`src/rtl/mem_port_arbiter_if.sv`:
```
// Bundle of the fetch port, load/store port and unified-memory port around mem_port_arbiter.
// slave is the arbiter's view; master is the view of the core stages plus RAM that surround it.
interface mem_port_arbiter_if;
    logic        i_req;
    logic [31:0] i_addr;
    logic        i_gnt;
    logic        i_rvalid;
    logic [31:0] i_rdata;
    logic        i_rerr;

    logic        d_req;
    logic        d_we;
    logic [3:0]  d_be;
    logic [31:0] d_addr;
    logic [31:0] d_wdata;
    logic        d_gnt;
    logic        d_rvalid;
    logic [31:0] d_rdata;
    logic        d_rerr;

    logic        m_req;
    logic        m_we;
    logic [3:0]  m_be;
    logic [31:0] m_addr;
    logic [31:0] m_wdata;
    logic        m_ack;
    logic [31:0] m_rdata;

    logic        busy;

    modport slave (
        input  i_req, i_addr, d_req, d_we, d_be, d_addr, d_wdata, m_ack, m_rdata,
        output i_gnt, i_rvalid, i_rdata, i_rerr, d_gnt, d_rvalid, d_rdata, d_rerr,
        output m_req, m_we, m_be, m_addr, m_wdata, busy
    );

    modport master (
        output i_req, i_addr, d_req, d_we, d_be, d_addr, d_wdata, m_ack, m_rdata,
        input  i_gnt, i_rvalid, i_rdata, i_rerr, d_gnt, d_rvalid, d_rdata, d_rerr,
        input  m_req, m_we, m_be, m_addr, m_wdata, busy
    );
endinterface

```
`src/rtl/mem_port_arbiter.sv`:
```
// Round-robin I/D sharing of one req/ack memory port; gnt 1 cycle after req, rvalid 1 cycle after ack.
// One access in flight; requesters hold req until gnt, optional watchdog aborts unacked accesses.
module mem_port_arbiter #(
    parameter int unsigned TIMEOUT = 16
) (
    input  logic              clk,
    input  logic              resetn,
    mem_port_arbiter_if.slave bus
);
    localparam logic [7:0] TMO     = TIMEOUT[7:0];
    localparam bit         WDOG_EN = (TIMEOUT != 0);

    typedef enum logic [1:0] {ST_IDLE = 2'd0, ST_MEM = 2'd1, ST_RESP = 2'd2} state_t;

    state_t      state_q, state_d;
    logic        last_is_d_q, last_is_d_d;
    logic        own_is_d_q, own_is_d_d;
    logic [7:0]  cnt_q, cnt_d;
    logic        i_gnt_q, i_gnt_d, d_gnt_q, d_gnt_d;
    logic        i_rvalid_q, i_rvalid_d, d_rvalid_q, d_rvalid_d;
    logic        i_rerr_q, i_rerr_d, d_rerr_q, d_rerr_d;
    logic [31:0] i_rdata_q, i_rdata_d, d_rdata_q, d_rdata_d;
    logic        m_req_q, m_req_d, m_we_q, m_we_d;
    logic [3:0]  m_be_q, m_be_d;
    logic [31:0] m_addr_q, m_addr_d, m_wdata_q, m_wdata_d;
    logic        busy_q, busy_d;
    logic        pick_d, rsp_fire, rsp_err;
    logic [31:0] rsp_dat;

    always_comb begin
        state_d     = state_q;
        last_is_d_d = last_is_d_q;
        own_is_d_d  = own_is_d_q;
        cnt_d       = cnt_q;
        i_gnt_d     = 1'b0;
        d_gnt_d     = 1'b0;
        i_rvalid_d  = 1'b0;
        d_rvalid_d  = 1'b0;
        i_rerr_d    = 1'b0;
        d_rerr_d    = 1'b0;
        i_rdata_d   = '0;
        d_rdata_d   = '0;
        m_req_d     = m_req_q;
        m_we_d      = m_we_q;
        m_be_d      = m_be_q;
        m_addr_d    = m_addr_q;
        m_wdata_d   = m_wdata_q;
        rsp_fire    = 1'b0;
        rsp_err     = 1'b0;
        rsp_dat     = '0;
        // D wins only when alone, or on a tie when I was served last
        pick_d      = bus.d_req && (!bus.i_req || !last_is_d_q);

        case (state_q)
            ST_IDLE: begin
                if (bus.i_req || bus.d_req) begin
                    state_d     = ST_MEM;
                    last_is_d_d = pick_d;
                    own_is_d_d  = pick_d;
                    cnt_d       = '0;
                    m_req_d     = 1'b1;
                    i_gnt_d     = !pick_d;
                    d_gnt_d     = pick_d;
                    if (pick_d) begin
                        m_we_d    = bus.d_we;
                        m_be_d    = bus.d_be;
                        m_addr_d  = bus.d_addr & 32'hFFFF_FFFC;
                        m_wdata_d = bus.d_wdata;
                    end else begin
                        m_we_d    = 1'b0;
                        m_be_d    = 4'hF;
                        m_addr_d  = bus.i_addr & 32'hFFFF_FFFC;
                        m_wdata_d = '0;
                    end
                end
            end
            ST_MEM: begin
                // A late ack in the final watchdog cycle still completes normally
                if (bus.m_ack) begin
                    rsp_fire = 1'b1;
                    rsp_dat  = m_we_q ? 32'h0 : bus.m_rdata;
                end else if (WDOG_EN && (cnt_q == TMO)) begin
                    rsp_fire = 1'b1;
                    rsp_err  = 1'b1;
                end else begin
                    cnt_d = cnt_q + 8'd1;
                end
            end
            ST_RESP: state_d = ST_IDLE;
            default: state_d = ST_IDLE;
        endcase

        if (rsp_fire) begin
            state_d    = ST_RESP;
            m_req_d    = 1'b0;
            i_rvalid_d = !own_is_d_q;
            d_rvalid_d = own_is_d_q;
            i_rdata_d  = own_is_d_q ? 32'h0 : rsp_dat;
            d_rdata_d  = own_is_d_q ? rsp_dat : 32'h0;
            i_rerr_d   = !own_is_d_q && rsp_err;
            d_rerr_d   = own_is_d_q && rsp_err;
        end

        busy_d = (state_d != ST_IDLE);
    end

    always_ff @(posedge clk or negedge resetn) begin
        if (!resetn) begin
            state_q     <= ST_IDLE;
            last_is_d_q <= 1'b1;
            own_is_d_q  <= 1'b0;
            cnt_q       <= '0;
            i_gnt_q     <= 1'b0;
            d_gnt_q     <= 1'b0;
            i_rvalid_q  <= 1'b0;
            d_rvalid_q  <= 1'b0;
            i_rerr_q    <= 1'b0;
            d_rerr_q    <= 1'b0;
            i_rdata_q   <= '0;
            d_rdata_q   <= '0;
            m_req_q     <= 1'b0;
            m_we_q      <= 1'b0;
            m_be_q      <= '0;
            m_addr_q    <= '0;
            m_wdata_q   <= '0;
            busy_q      <= 1'b0;
        end else begin
            state_q     <= state_d;
            last_is_d_q <= last_is_d_d;
            own_is_d_q  <= own_is_d_d;
            cnt_q       <= cnt_d;
            i_gnt_q     <= i_gnt_d;
            d_gnt_q     <= d_gnt_d;
            i_rvalid_q  <= i_rvalid_d;
            d_rvalid_q  <= d_rvalid_d;
            i_rerr_q    <= i_rerr_d;
            d_rerr_q    <= d_rerr_d;
            i_rdata_q   <= i_rdata_d;
            d_rdata_q   <= d_rdata_d;
            m_req_q     <= m_req_d;
            m_we_q      <= m_we_d;
            m_be_q      <= m_be_d;
            m_addr_q    <= m_addr_d;
            m_wdata_q   <= m_wdata_d;
            busy_q      <= busy_d;
        end
    end

    assign bus.i_gnt    = i_gnt_q;
    assign bus.d_gnt    = d_gnt_q;
    assign bus.i_rvalid = i_rvalid_q;
    assign bus.d_rvalid = d_rvalid_q;
    assign bus.i_rdata  = i_rdata_q;
    assign bus.d_rdata  = d_rdata_q;
    assign bus.i_rerr   = i_rerr_q;
    assign bus.d_rerr   = d_rerr_q;
    assign bus.m_req    = m_req_q;
    assign bus.m_we     = m_we_q;
    assign bus.m_be     = m_be_q;
    assign bus.m_addr   = m_addr_q;
    assign bus.m_wdata  = m_wdata_q;
    assign bus.busy     = busy_q;
endmodule

```
`src/flat_wrapper.sv`:
```
// flat-port wrapper written by rule: the top's interface ports become plain ports
module mem_port_arbiter_flat 
#(
    parameter int unsigned TIMEOUT = 16
)
  (clk, resetn, bus_i_req, bus_i_addr, bus_d_req, bus_d_we, bus_d_be, bus_d_addr, bus_d_wdata, bus_m_ack, bus_m_rdata, bus_i_gnt, bus_i_rvalid, bus_i_rdata, bus_i_rerr, bus_d_gnt, bus_d_rvalid, bus_d_rdata, bus_d_rerr, bus_m_req, bus_m_we, bus_m_be, bus_m_addr, bus_m_wdata, bus_busy);
  mem_port_arbiter_if bus_i ();
  input  logic clk;
  input  logic resetn;
  input wire logic [$bits(bus_i.i_req)-1:0] bus_i_req;
  input wire logic [$bits(bus_i.i_addr)-1:0] bus_i_addr;
  input wire logic [$bits(bus_i.d_req)-1:0] bus_d_req;
  input wire logic [$bits(bus_i.d_we)-1:0] bus_d_we;
  input wire logic [$bits(bus_i.d_be)-1:0] bus_d_be;
  input wire logic [$bits(bus_i.d_addr)-1:0] bus_d_addr;
  input wire logic [$bits(bus_i.d_wdata)-1:0] bus_d_wdata;
  input wire logic [$bits(bus_i.m_ack)-1:0] bus_m_ack;
  input wire logic [$bits(bus_i.m_rdata)-1:0] bus_m_rdata;
  output wire logic [$bits(bus_i.i_gnt)-1:0] bus_i_gnt;
  output wire logic [$bits(bus_i.i_rvalid)-1:0] bus_i_rvalid;
  output wire logic [$bits(bus_i.i_rdata)-1:0] bus_i_rdata;
  output wire logic [$bits(bus_i.i_rerr)-1:0] bus_i_rerr;
  output wire logic [$bits(bus_i.d_gnt)-1:0] bus_d_gnt;
  output wire logic [$bits(bus_i.d_rvalid)-1:0] bus_d_rvalid;
  output wire logic [$bits(bus_i.d_rdata)-1:0] bus_d_rdata;
  output wire logic [$bits(bus_i.d_rerr)-1:0] bus_d_rerr;
  output wire logic [$bits(bus_i.m_req)-1:0] bus_m_req;
  output wire logic [$bits(bus_i.m_we)-1:0] bus_m_we;
  output wire logic [$bits(bus_i.m_be)-1:0] bus_m_be;
  output wire logic [$bits(bus_i.m_addr)-1:0] bus_m_addr;
  output wire logic [$bits(bus_i.m_wdata)-1:0] bus_m_wdata;
  output wire logic [$bits(bus_i.busy)-1:0] bus_busy;
  assign bus_i.i_req = bus_i_req;
  assign bus_i.i_addr = bus_i_addr;
  assign bus_i.d_req = bus_d_req;
  assign bus_i.d_we = bus_d_we;
  assign bus_i.d_be = bus_d_be;
  assign bus_i.d_addr = bus_d_addr;
  assign bus_i.d_wdata = bus_d_wdata;
  assign bus_i.m_ack = bus_m_ack;
  assign bus_i.m_rdata = bus_m_rdata;
  assign bus_i_gnt = bus_i.i_gnt;
  assign bus_i_rvalid = bus_i.i_rvalid;
  assign bus_i_rdata = bus_i.i_rdata;
  assign bus_i_rerr = bus_i.i_rerr;
  assign bus_d_gnt = bus_i.d_gnt;
  assign bus_d_rvalid = bus_i.d_rvalid;
  assign bus_d_rdata = bus_i.d_rdata;
  assign bus_d_rerr = bus_i.d_rerr;
  assign bus_m_req = bus_i.m_req;
  assign bus_m_we = bus_i.m_we;
  assign bus_m_be = bus_i.m_be;
  assign bus_m_addr = bus_i.m_addr;
  assign bus_m_wdata = bus_i.m_wdata;
  assign bus_busy = bus_i.busy;
  mem_port_arbiter #(.TIMEOUT(TIMEOUT)) u_core (.clk(clk), .resetn(resetn), .bus(bus_i));
endmodule
```
`config.mk`:
```
export PLATFORM = sky130hd
export DESIGN_NAME = mem_port_arbiter_flat
export DESIGN_NICKNAME = d
export VERILOG_FILES = /design/src/rtl/mem_port_arbiter_if.sv /design/src/rtl/mem_port_arbiter.sv /design/src/flat_wrapper.sv
export SDC_FILE = /design/constraint.sdc
export NUM_CORES = 1
export LEC_CHECK = 0
export BUFFER_PORTS_ARGS = -buffer_cell sky130_fd_sc_hd__buf_2
export CORE_ASPECT_RATIO = 1.5
export CORE_MARGIN = 3
export CORE_UTILIZATION = 45
export CTS_CLUSTER_SIZE = 20
export DETAILED_ROUTE_END_ITERATION = 7
export GPL_ROUTABILITY_DRIVEN = 0
export PLACE_DENSITY = 0.83
export SKIP_CTS_REPAIR_TIMING = 1
export SYNTH_ARGS = -nofsm -noshare
export SYNTH_HDL_FRONTEND = slang
export SYNTH_SLANG_ARGS = --single-unit
```
`constraint.sdc`:
```
create_clock -name clk -period 2.1 [get_ports clk]
set_input_delay 0.105 -clock clk [delete_from_list [all_inputs] [get_ports clk]]
set_output_delay 0.105 -clock clk [all_outputs]
set_load 0.02 [all_outputs]
```
Yosys cells after proc, flatten, opt, wreduce, memory -nomap -nowiden
Index checks and enable logic that the tools add are counted.

storage, ports and cells
  bits of input ports = 138
  logic and storage cells = 75
  bits in registers = 153

operators by class
  add/subtract/negate cells = 1
  muxes and demuxes = 34
  reductions and logical operators = 17
  equality and inequality tests = 5

operators by type and width
  operator               number
  $mux W32               9
  $mux W8                3
  $mux W1                17
  $pmux W8 S2            1
  $add A8 B1 Y8 const B  1
  $eq A8 B5 Y1 const B   1
  $reduce_bool A2 Y1     4
  $logic_not A1 Y1       4
  $mux W2                2
  $mux W4                1
  $ne A2 B2 Y1 const B   2
  $pmux W2 S2            1
  $reduce_and A2 Y1      2
  $reduce_and A4 Y1      1
  $logic_and A1 B1 Y1    3
  $eq A2 B1 Y1 const B   1
  $logic_not A2 Y1       1
  $logic_or A1 B1 Y1     2
  $ne A2 B1 Y1 const B   1

Longest topological paths before layout
Gate-level depths: netlist of the first run.

  depth after elaboration = 6
  mapped depth = 6

Worst setup path before layout of the first run
OpenSTA, ideal clock, no wires.

  kind = reg2reg
  from = reg u_core.cnt_q[0]
  to = reg u_core.cnt_q[5]
  data arrival time = 1,433 ps
  clock period less this slack = 1,515 ps
  cell stages (with the launch flop) = 7
  path buffers = 0
  data required time = 2,018 ps
  setup time = 82 ps
  path slack = 585 ps
  cell sequence = dfrtp_1 -> inv_1 -> ha_1 -> nand4bb_2 -> o41ai_4 -> nand2_1 -> a31oi_1

between the ends
  word-level cells in the longest chain between the ends = 4
  elaborated cells on any way between the ends = 7
  those cells by class = 1 x add/sub; 2 x eq/ne; 3 x mux; 1 x reduce/logical

RTL lines
  element                 line                     RTL
  start, declared         mem_port_arbiter.sv:18   logic [7:0] cnt_q, cnt_d;
  start signal, assigned  mem_port_arbiter.sv:131  cnt_q <= cnt_d;
  $add A8 B1 Y8           mem_port_arbiter.sv:86   cnt_d = cnt_q + 8'd1;
  $mux W8                 mem_port_arbiter.sv:82   end else if (WDOG_EN && (cnt_q == TMO)) begin
  $mux W8                 mem_port_arbiter.sv:79   if (bus.m_ack) begin
  $pmux W8 S2             mem_port_arbiter.sv:54   case (state_q)

Parallel ways exist; a longest one is shown, timed or not. The select of a mux whose other input is x is not followed.
A chain may end at the register's enable or synchronous reset.

Worst setup path after layout of the first run
Ends and elaborated chain as after synthesis.

==> summary.md, run 1 <==
| Metric | Value |
|---|---|
| Rel. slew slack | `0.483` |
| Worst setup SP type | `register` |
| Total of max-cap violations | `0` |
| 1st-pass router iterations | `7` |
| Die X | `96.7 µm` |
| Worst-Skew Late Latency | `410 ps` |
| Top cells by area, synth | `dfrtp_1 68%, a22o_1 9.9%, and2_1 7.3%, a21o_1 4.1%, buf_2 0.90%` |
| CP required | `2410 ps` |
| Num Clock Sinks | `151` |
| Most frequent cells in the layout | `271 x buf_2, 150 x dfrtp_1, 102 x dlygate4sd3_1` |
| FP Rows | `49` |
| Synth unique cells | `39` |
| Total Nets Final | `925` |
| Final min period | `1930 ps` |
| Arr. time, crit path | `2240 ps` |
| Final WL | `17.8 mm` |
| Unrepaired setup endpoints after global routing | `no` |
| DIE HEIGHT | `142 µm` |
| CTS Root Cell | `clkbuf_16` |
| Port Buffers | `272` |
| HP Class | `in -> reg` |
| Warnings, synthesis | `0` |
| Worst-path clk slew | `60 ps` |
| FF-to-FF Start | `u_core.cnt_q[0]$_DFFE_PN0P_` |
| Failing checks | `hold timing` |
| Pwr dens | `1330 nW/µm²` |
| Vias in the first global route | `4763` |
| Total GRT Usage | `0.215` |
| Final cycle utilization of the critical path | `0.918` |
| Core area | `12000 µm²` |
| Total I/O pin count | `279` |
| Netlist Area Pre-Place | `5550 µm²` |
| Post-DP HPWL | `11.2 mm` |
| Total chip power | `11.7 mW` |
| Worst reg-to-reg setup slack | `170 ps` |
| Layout area overhead | `57.9%` |
| Overflow after GRT | `0` |
| Worst Hold Depth | `3` |
| H-tree depth | `4` |
| Fillers | `788` |
| Worst Clk Skew | `9.48 ps` |
| Crit-path max FO | `9` |
| Outcome | `complete, but fails checks` |
| Wire per inst | `18.6 µm` |
| Pin count of the biggest net entering global routing | `58` |
| Initial Util | `0.462` |
| Vias per cell | `5.18` |
| Fin Hold WS | `-0.514 ps` |
| Clock Tree Buf Depth | `2` |
| Via count | `4934` |
| Leakage | `4.82 nW` |
| Post-synthesis sequential area ratio | `0.681` |
| VDD IR max | `0.000832 V` |
| Fraction of layout cells with a size suffix above 1 | `0.405` |
| Antenna Nets Post-Route | `0` |
| Critical path class | `reg -> reg` |
| 1st-iter DRT viols | `256` |
| Hold_sp | `bus_d_addr[28]` |
| Num CTS Buffers | `17` |
| Die area | `13700 µm²` |
| Final hold vios | `1` |
| Syn avg cell area | `13.7 µm²` |
| Capture point of the worst reg-to-reg path | `u_core.cnt_q[5]$_DFFE_PN0P_` |
| Slew @ Worst Pin | `772 ps` |
| Leading area contributor after synthesis | `dfrtp_1` |
| Fin. max-slew vios | `0` |
| Number of synthesized register bits | `151` |
| First-pass GRT wire length | `23.7 mm` |
| Critical Path Sink Type | `register` |
| Worst Reg2Reg Path Length in Cells | `6` |
| Cells after Synth | `404` |
| Setup TNS | `0 ps` |
| Fmax | `519 MHz` |
| TritonCTS clock tree | `built` |
| DRC | `0` |
| Share of the synthesized area in the top cell type | `0.676` |
| Hold worst-path end | `u_core.bus.m_addr[28]$_DFFE_PN0P_` |
| Commonest non-fill, non-tap cell in the layout | `buf_2` |
| Initial antenna violation count | `1` |
| Setup violators final | `0` |
-- registers in the layout (all words and copies together), names as in the netlist, 2 cells and up --
signal	cells
u_core.bus.m_be	4
u_core.bus.i_rdata	32
u_core.cnt_q	8
u_core.bus.m_wdata	32
u_core.bus.d_rdata	32
u_core.state_q	2
u_core.bus.m_addr	30
-- routing by layer --
| layer | GRT usage | part of all wire |
|---|---|---|
| met3 | 0.0584 | 0.068 |
| met4 | 0.106 | 0.033 |
| met2 | 0.376 | 0.55 |
| met5 | 0 | 0 |
| met1 | 0.243 | 0.35 |
-- layout make-up --
type / count / area, µm² / area share
Clock inverter: 12 / 164 / 0.0187
Tap cell: 153 / 191 / 0.0219
Sequential cell: 151 / 3780 / 0.432
Inverter: 3 / 11.3 / 0.00129
Clock buffer: 19 / 443 / 0.0506
Timing Repair Buffer: 386 / 2500 / 0.286
Multi-Input combinational cell: 226 / 1660 / 0.190
Antenna cell: 2 / 5.00 / 0.000571
-- where the power goes --
group | switching [mW] | internal (mW)
Sequential | 0.521 | 3.74
Combinational | 2.53 | 1.74
Clock | 1.21 | 1.92
Total | 4.27 | 7.39
-- worst max-delay path, stage by stage, from the launching register on --
cell and delay (ps):
dfrtp_1 430, inv_1 90, ha_1 160, nand4bb_2 190, o41ai_4 450, nand2_1 250
a31oi_1 260
-- worst max path at each step --
stage / from / to / depth (start not counted)
after global placement: u_core.state_q[1]$_DFF_PN0_ / u_core.bus.m_addr[26]$_DFFE_PN0P_ / 6
final: u_core.cnt_q[0]$_DFFE_PN0P_ / u_core.cnt_q[5]$_DFFE_PN0P_ / 6
after global routing: u_core.cnt_q[0]$_DFFE_PN0P_ / u_core.cnt_q[5]$_DFFE_PN0P_ / 6
after detailed placement: u_core.state_q[1]$_DFF_PN0_ / u_core.bus.m_addr[27]$_DFFE_PN0P_ / 6
after CTS: u_core.cnt_q[0]$_DFFE_PN0P_ / u_core.cnt_q[5]$_DFFE_PN0P_ / 6
after floorplan: u_core.cnt_q[0]$_DFFE_PN0P_ / u_core.cnt_q[5]$_DFFE_PN0P_ / 6
-- cell usage after synthesis --
cell type,instances
dfrtp_1,150
and2_1,65
a22o_1,63
a21o_1,30
clkbuf_1,13
nand2_1,11
buf_2,10
nand3_1,10
nor2_1,7
a21oi_1,4
o21a_1,4
o22a_1,4
and3_1,2
buf_4,2
ha_1,2
inv_1,2
nor2b_1,2
o21ai_0,2
a21boi_0,1
a31oi_1,1
a41oi_1,1
and4_1,1
and4b_1,1
conb_1,1
dfstp_2,1
inv_2,1
nand4bb_2,1
nor3_1,1
nor3b_4,1
nor4_1,1
nor4b_4,1
o21ai_1,1
o31ai_1,1
o41a_2,1
o41ai_4,1
or2b_1,1
or3_1,1
or4_1,1
xnor2_1,1
-- logic make-up (layout without fill, tap and decap cells) --
kind of cell    after synthesis  in the layout  share of synthesized area
flops                       151            151                      0.681
compound gates              114            114                      0.171
simple gates                107            107                      0.119
buf+inv                      28            420                     0.0225
fa+ha+maj                     2              2                    0.00451
other cells                   1              4                   0.000676
xor+xnor                      1              1                    0.00158
-- through the flow --
stage                     setup slack [ps]  utilization  hold WS (ps)  instance area (µm²)  cells
after global routing                  85.9        0.729          6.80                 8760    951
after global placement                 372        0.593          85.5                 7130    817
after floorplan                        585            -          -191                 5550    405
final                                  172        0.729        -0.514                 8760    952
after CTS                              240        0.644          -341                 7730    848
after detailed placement               268        0.593          99.8                 7130    817
No activity file was read; power rests on OpenSTA's default activity.
==> run 2: changes to the inputs <==
--- a/config.mk
+++ b/config.mk
@@ -5,14 +5,15 @@
 export SDC_FILE = /design/constraint.sdc
 export NUM_CORES = 1
 export LEC_CHECK = 0
+export ABC_AREA = 1
 export BUFFER_PORTS_ARGS = -buffer_cell sky130_fd_sc_hd__buf_2
 export CORE_ASPECT_RATIO = 1.5
 export CORE_MARGIN = 3
-export CORE_UTILIZATION = 45
+export CORE_UTILIZATION = 49
 export CTS_CLUSTER_SIZE = 20
 export DETAILED_ROUTE_END_ITERATION = 7
 export GPL_ROUTABILITY_DRIVEN = 0
-export PLACE_DENSITY = 0.83
+export PLACE_DENSITY = 0.89
 export SKIP_CTS_REPAIR_TIMING = 1
 export SYNTH_ARGS = -nofsm -noshare
 export SYNTH_HDL_FRONTEND = slang
==> constraint.sdc (replaced) <==
create_clock -name clk -period 2.25 [get_ports clk]
set_input_delay 0.1125 -clock clk [delete_from_list [all_inputs] [get_ports clk]]
set_output_delay 0.1125 -clock clk [all_outputs]
set_load 0.02 [all_outputs]
==> summary.md, run 2 <==
| Metric | Value |
|---|---|
| Outcome | `complete, no violations` |
| Top cells by area, synth | `dfrtp_1 66%, nand2_1 8.7%, nor3_1 5.7%, a22o_1 4.9%, nand3_1 3.2%` |
| Post-DP HPWL | `11.1 mm` |
| Final min period | `2080 ps` |
| Vias in the first global route | `4843` |
| Core area | `11200 µm²` |
| CP required | `2590 ps` |
| Port Buffers | `272` |
| Post-synthesis mux area share | `0` |
| Initial antenna violation count | `0` |
| Die area | `12900 µm²` |
| DRC | `0` |
| Setup violators final | `0` |
| Netlist Area Pre-Place | `5670 µm²` |
| Psw | `4.69 mW` |
| Comb pwr share | `0.400` |
| 1st-iter DRT viols | `388` |
| Num CTS Buffers | `17` |
| Slew @ Worst Pin | `662 ps` |
| Via count | `5877` |
| Antenna cells | `0` |
| Cells after Synth | `544` |
| Count leader, synth | `dfrtp_1` |
| Layout Utilization | `0.816` |
| H-tree depth | `4` |
| Placed instance area | `7180 µm²` |
| Number of synthesized register bits | `151` |
| Worst-Skew Late Latency | `420 ps` |
| Unrepaired setup endpoints after global routing | `no` |
| Overflow after GRT | `0` |
| Footprint of the multi-input gates | `1550 µm²` |
| Switch share | `0.397` |
| Capture point of the worst reg-to-reg path | `u_core.bus.m_addr[30]$_DFFE_PN0P_` |
| Crit-path max FO | `63` |
| Setup TNS | `0 ps` |
| Commonest non-fill, non-tap cell in the layout | `buf_2` |
| Arr. time, crit path | `2430 ps` |
| Cell Int Power | `7.12 mW` |
| Final WL | `22.2 mm` |
| CTS Root Cell | `clkbuf_16` |
| Fin Hold WS | `40.1 ps` |
| Total Nets Final | `1081` |
| Wire per inst | `20.2 µm` |
| Initial Util | `0.507` |
| Final design area excluding fillers | `9110 µm²` |
| Storage cell area | `3780 µm²` |
| FF-to-FF Start | `u_core.state_q[1]$_DFF_PN0_` |
| Worst setup SP type | `register` |
| Leakage | `5.03 nW` |
| HP Class | `in -> reg` |
| Worst Reg2Reg Path Length in Cells | `7` |
| Total I/O pin count | `279` |
| Synth Flop Type | `dfrtp_1` |
| Rel. slew slack | `0.558` |
| Simple-gate share of the synthesized area | `0.198` |
| Post-synthesis compound-gate area fraction | `0.0667` |
| Worst-path clk slew | `70 ps` |
| Critical path class | `reg -> reg` |
| Area share of fa/ha/maj cells after synthesis | `0.00442` |
| Leading area contributor after synthesis | `dfrtp_1` |
| Worst reg-to-reg setup slack | `170 ps` |
| Number of synthesized flops with an enable pin | `0` |
| Largest family of logic cells by synthesized area | `simple AND/OR/NAND/NOR gates` |
| Fin. max-slew vios | `0` |
| DIE HEIGHT | `138 µm` |
| Most frequent cells in the layout | `271 x buf_2, 150 x dfrtp_1, 131 x nand2_1` |
| Warnings, synthesis | `0` |
| Critical Path Sink Type | `register` |
| Fraction of layout cells with a size suffix above 1 | `0.343` |
| Antenna Nets Post-Route | `0` |
| Worst setup path start | `u_core.state_q[1]$_DFF_PN0_` |
| Die X | `93.8 µm` |
| Pin count of the biggest net entering global routing | `69` |
| Layout area overhead | `60.9%` |
| Layout Cells excl Fill | `1101` |
| Fmax | `481 MHz` |
| Synth unique cells | `27` |
| Clock power share | `0.262` |
| Worst Clk Skew | `9.27 ps` |
| XOR/XNOR share of the synthesized area | `0` |
| Final cycle utilization of the critical path | `0.925` |
| Fillers | `595` |
| Hold_sp | `bus_i_req` |
| Worst setup path endpoint | `u_core.bus.m_addr[30]$_DFFE_PN0P_` |
| VDD IR max | `0.000764 V` |
| FFs w/ async S/R, synth | `1.00` |
| FP Rows | `47` |
| Share of the synthesized area in the top cell type | `0.662` |
| Post-synth top cells | `150 x dfrtp_1, 131 x nand2_1, 64 x nor3_1` |
| Syn avg cell area | `10.4 µm²` |
| Pwr dens | `1300 nW/µm²` |
| Final hold vios | `0` |
| DP Cell Count | `939` |
| Vias per cell | `5.34` |
| First-pass GRT wire length | `23.7 mm` |
| Num Clock Sinks | `151` |
| Clock Tree Buf Depth | `2` |
| Post-synthesis sequential area ratio | `0.667` |
| Reg power frac | `0.338` |
| 1st-pass router iterations | `6` |
| TritonCTS clock tree | `built` |
| Total GRT Usage | `0.241` |
| Total of max-cap violations | `0` |
## run 2: how the worst min path moves through the flow
| stage | to | slack (ps) | depth (start not counted) |
|---|---|---|---|
| 4_1_cts | u_core.bus.d_rdata[31]$_DFF_PN0_ | -380 | 1 |
| 2_1_floorplan | u_core.bus.busy$_DFF_PN0_ | -180 | 0 |
| 6_report | u_core.last_is_d_q$_DFFE_PN1P_ | 40 | 4 |
| 3_5_place_dp | u_core.bus.d_rdata[31]$_DFF_PN0_ | 70 | 1 |
| 3_3_place_gp | u_core.bus.d_rdata[31]$_DFF_PN0_ | 60 | 1 |
| 5_1_grt | u_core.last_is_d_q$_DFFE_PN1P_ | 60 | 4 |
## run 2: final cells by class
cell class	instances	share of cell area
sequential	151	0.415
timing repair buffer	410	0.305
multi-input combinational	309	0.170
clock buffer	17	0.0467
clock inverter	15	0.0226
inverter	52	0.0214
tap	147	0.0202
## run 2: cells by family (layout without fill, tap and decap cells)
kind of cell / after synthesis / count (layout)
adders and majority gates: 2 / 2
other: 1 / 2
AOI/OAI and AO/OA: 48 / 48
DFF: 151 / 151
and+or+nand+nor: 257 / 257
buffers and inverters: 85 / 494
## run 2: power groups by stage
stage / clock network, mW / logic, mW / registers (mW)
detailed placement: 0 / 3.89 / 3.94
CTS: 3.07 / 3.93 / 3.90
global placement: 0 / 3.82 / 3.90
floorplan: 0 / 1.49 / 4.92
global route: 3.22 / 5.02 / 4.06
finish: 3.09 / 4.72 / 3.99
## run 2: metal layers
metal,share of wire,track usage,vias up
met4,0.053,0.115,0
met1,0.33,0.258,2786
li1,-,-,2561
met5,0,0,-
met2,0.52,0.410,425
met3,0.098,0.0973,105
## run 2: critical path, stage by stage, from the launching register on
cell	delay, ps
dfrtp_1	420
nor2_2	170
o21ai_4	130
nor2_4	160
buf_12	280
nand2_1	110
nand3_1	110
dlygate4sd3_1	580
## run 2: stage by stage
step                      setup WS, ps  total power [mW]
final                              170              11.8
after global routing              28.4              12.3
after CTS                          472              10.9
after detailed placement           563              7.83
after global placement             664              7.72
after floorplan                    879              6.41
==> run 3: changes to the inputs <==
--- a/config.mk
+++ b/config.mk
@@ -12,9 +12,10 @@
 export CORE_UTILIZATION = 49
 export CTS_CLUSTER_SIZE = 20
 export DETAILED_ROUTE_END_ITERATION = 7
-export GPL_ROUTABILITY_DRIVEN = 0
-export PLACE_DENSITY = 0.89
+export GPL_ROUTABILITY_DRIVEN = 1
+export PLACE_DENSITY = 0.88
 export SKIP_CTS_REPAIR_TIMING = 1
 export SYNTH_ARGS = -nofsm -noshare
 export SYNTH_HDL_FRONTEND = slang
 export SYNTH_SLANG_ARGS = --single-unit
+export TNS_END_PERCENT = 1
==> summary.md, run 3 (synthesis gave the netlist of run 2 again) <==
| Metric | Value |
|---|---|
| Outcome | `complete, no violations` |
| Total I/O pin count | `279` |
| Num Clock Sinks | `151` |
| Worst-Skew Late Latency | `410 ps` |
| Worst-path clk slew | `60 ps` |
| Fin. max-slew vios | `0` |
| Pwr dens | `1250 nW/µm²` |
| Worst Clk Skew | `8.08 ps` |
| CTS Root Cell | `clkbuf_16` |
| HP Class | `in -> reg` |
| Num CTS Buffers | `17` |
| Gp weighted congestion | `0.839` |
| TritonCTS clock tree | `built` |
| Core area | `11200 µm²` |
| Die area | `12900 µm²` |
| Initial Util | `0.507` |
| Layout area overhead | `59.5%` |
| Vias in the first global route | `4937` |
| FP Rows | `47` |
| DIE HEIGHT | `138 µm` |
| Clock Tree Buf Depth | `2` |
| Slew @ Worst Pin | `696 ps` |
| First-pass GRT wire length | `24.0 mm` |
| Leakage | `4.99 nW` |
| Final WL | `21.2 mm` |
| Final min period | `2180 ps` |
| VDD IR max | `0.000706 V` |
| Critical path class | `reg -> reg` |
| Initial antenna violation count | `1` |
| Pin count of the biggest net entering global routing | `69` |
| Critical Path Sink Type | `register` |
| Wire per inst | `19.3 µm` |
| DRC | `0` |
| H-tree depth | `4` |
| Fmax | `458 MHz` |
| Vias per cell | `5.38` |
| Overflow after GRT | `0` |
| Final hold vios | `0` |
| Arr. time, crit path | `2520 ps` |
| 1st-iter DRT viols | `379` |
| Port Buffers | `272` |
| Antenna Nets Post-Route | `0` |
| Setup violators final | `0` |
| Post-DP HPWL | `11.1 mm` |
| Total of max-cap violations | `0` |
| Crit-path max FO | `68` |
| Setup TNS | `0 ps` |
| Fin Hold WS | `25.9 ps` |
| Total GRT Usage | `0.243` |
| Worst setup SP type | `register` |
| Fraction of layout cells with a size suffix above 1 | `0.344` |
| Die X | `93.8 µm` |
| Most frequent cells in the layout | `271 x buf_2, 150 x dfrtp_1, 131 x nand2_1` |
| Commonest non-fill, non-tap cell in the layout | `buf_2` |
| Fillers | `591` |
| CP required | `2590 ps` |
| 1st-pass router iterations | `5` |
| Total Nets Final | `1082` |
| Via count | `5928` |
| Rel. slew slack | `0.536` |
| Final cycle utilization of the critical path | `0.970` |
-- run 3: power breakdown --
group,switching (mW),internal [mW]
Clock,1.16,1.56
Sequential,0.462,3.54
Combinational,2.86,1.77
-- run 3: layer usage --
layer | track usage | wire length, µm | vias up
li1 | - | - | 2572
met4 | 0.0956 | 1030 | 2
met5 | 0 | 13 | -
met1 | 0.278 | 6990 | 2845
met2 | 0.407 | 11000 | 410
met3 | 0.0978 | 2160 | 99
-- run 3: worst paths after layout --
path	startpoint	endpoint	slack (ps)	cells after the start
worst max-delay path	u_core.state_q[1]$_DFF_PN0_	u_core.bus.m_addr[9]$_DFFE_PN0P_	70	6
worst min-delay path	bus_i_req	u_core.last_is_d_q$_DFFE_PN1P_	30	4
worst max register to register	u_core.state_q[1]$_DFF_PN0_	u_core.bus.m_addr[9]$_DFFE_PN0P_	70	6
worst min register to register	u_core.last_is_d_q$_DFFE_PN1P_	u_core.last_is_d_q$_DFFE_PN1P_	470	2
max in group asynchronous	resetn	u_core.bus.m_addr[29]$_DFFE_PN0P_	1310	3
min in group asynchronous	resetn	u_core.bus.i_rdata[27]$_DFF_PN0_	270	2
-- run 3: per-stage QoR --
step | instance area, µm² | cells | total power, mW | util | worst slack [ps]
global placement | 7180 | 941 | 7.72 | 0.643 | 707
global route | 9040 | 1101 | 11.9 | 0.809 | -63.2
floorplan | 5670 | 545 | 6.41 | - | 879
detailed placement | 7180 | 941 | 7.82 | 0.643 | 665
CTS | 7750 | 972 | 10.5 | 0.693 | 635
finish | 9040 | 1102 | 11.3 | 0.809 | 68.4
-- run 3: final cells by class --
type / count / area [µm²] / area share
sequential: 151 / 3780 / 0.418
timing repair buffer: 411 / 2770 / 0.307
multi-input combinational: 309 / 1550 / 0.171
clock buffer: 18 / 439 / 0.0486
inverter: 52 / 195 / 0.0216
tap: 147 / 184 / 0.0203
clock inverter: 13 / 123 / 0.0136
antenna: 1 / 2.50 / 0.000277
-- run 3: critical path, stage by stage (launching register included) --
cell	delay (ps)
dfrtp_1	400
nor2_2	70
o21ai_4	110
buf_4	590
nand2_1	180
nand3_1	130
dlygate4sd3_1	560
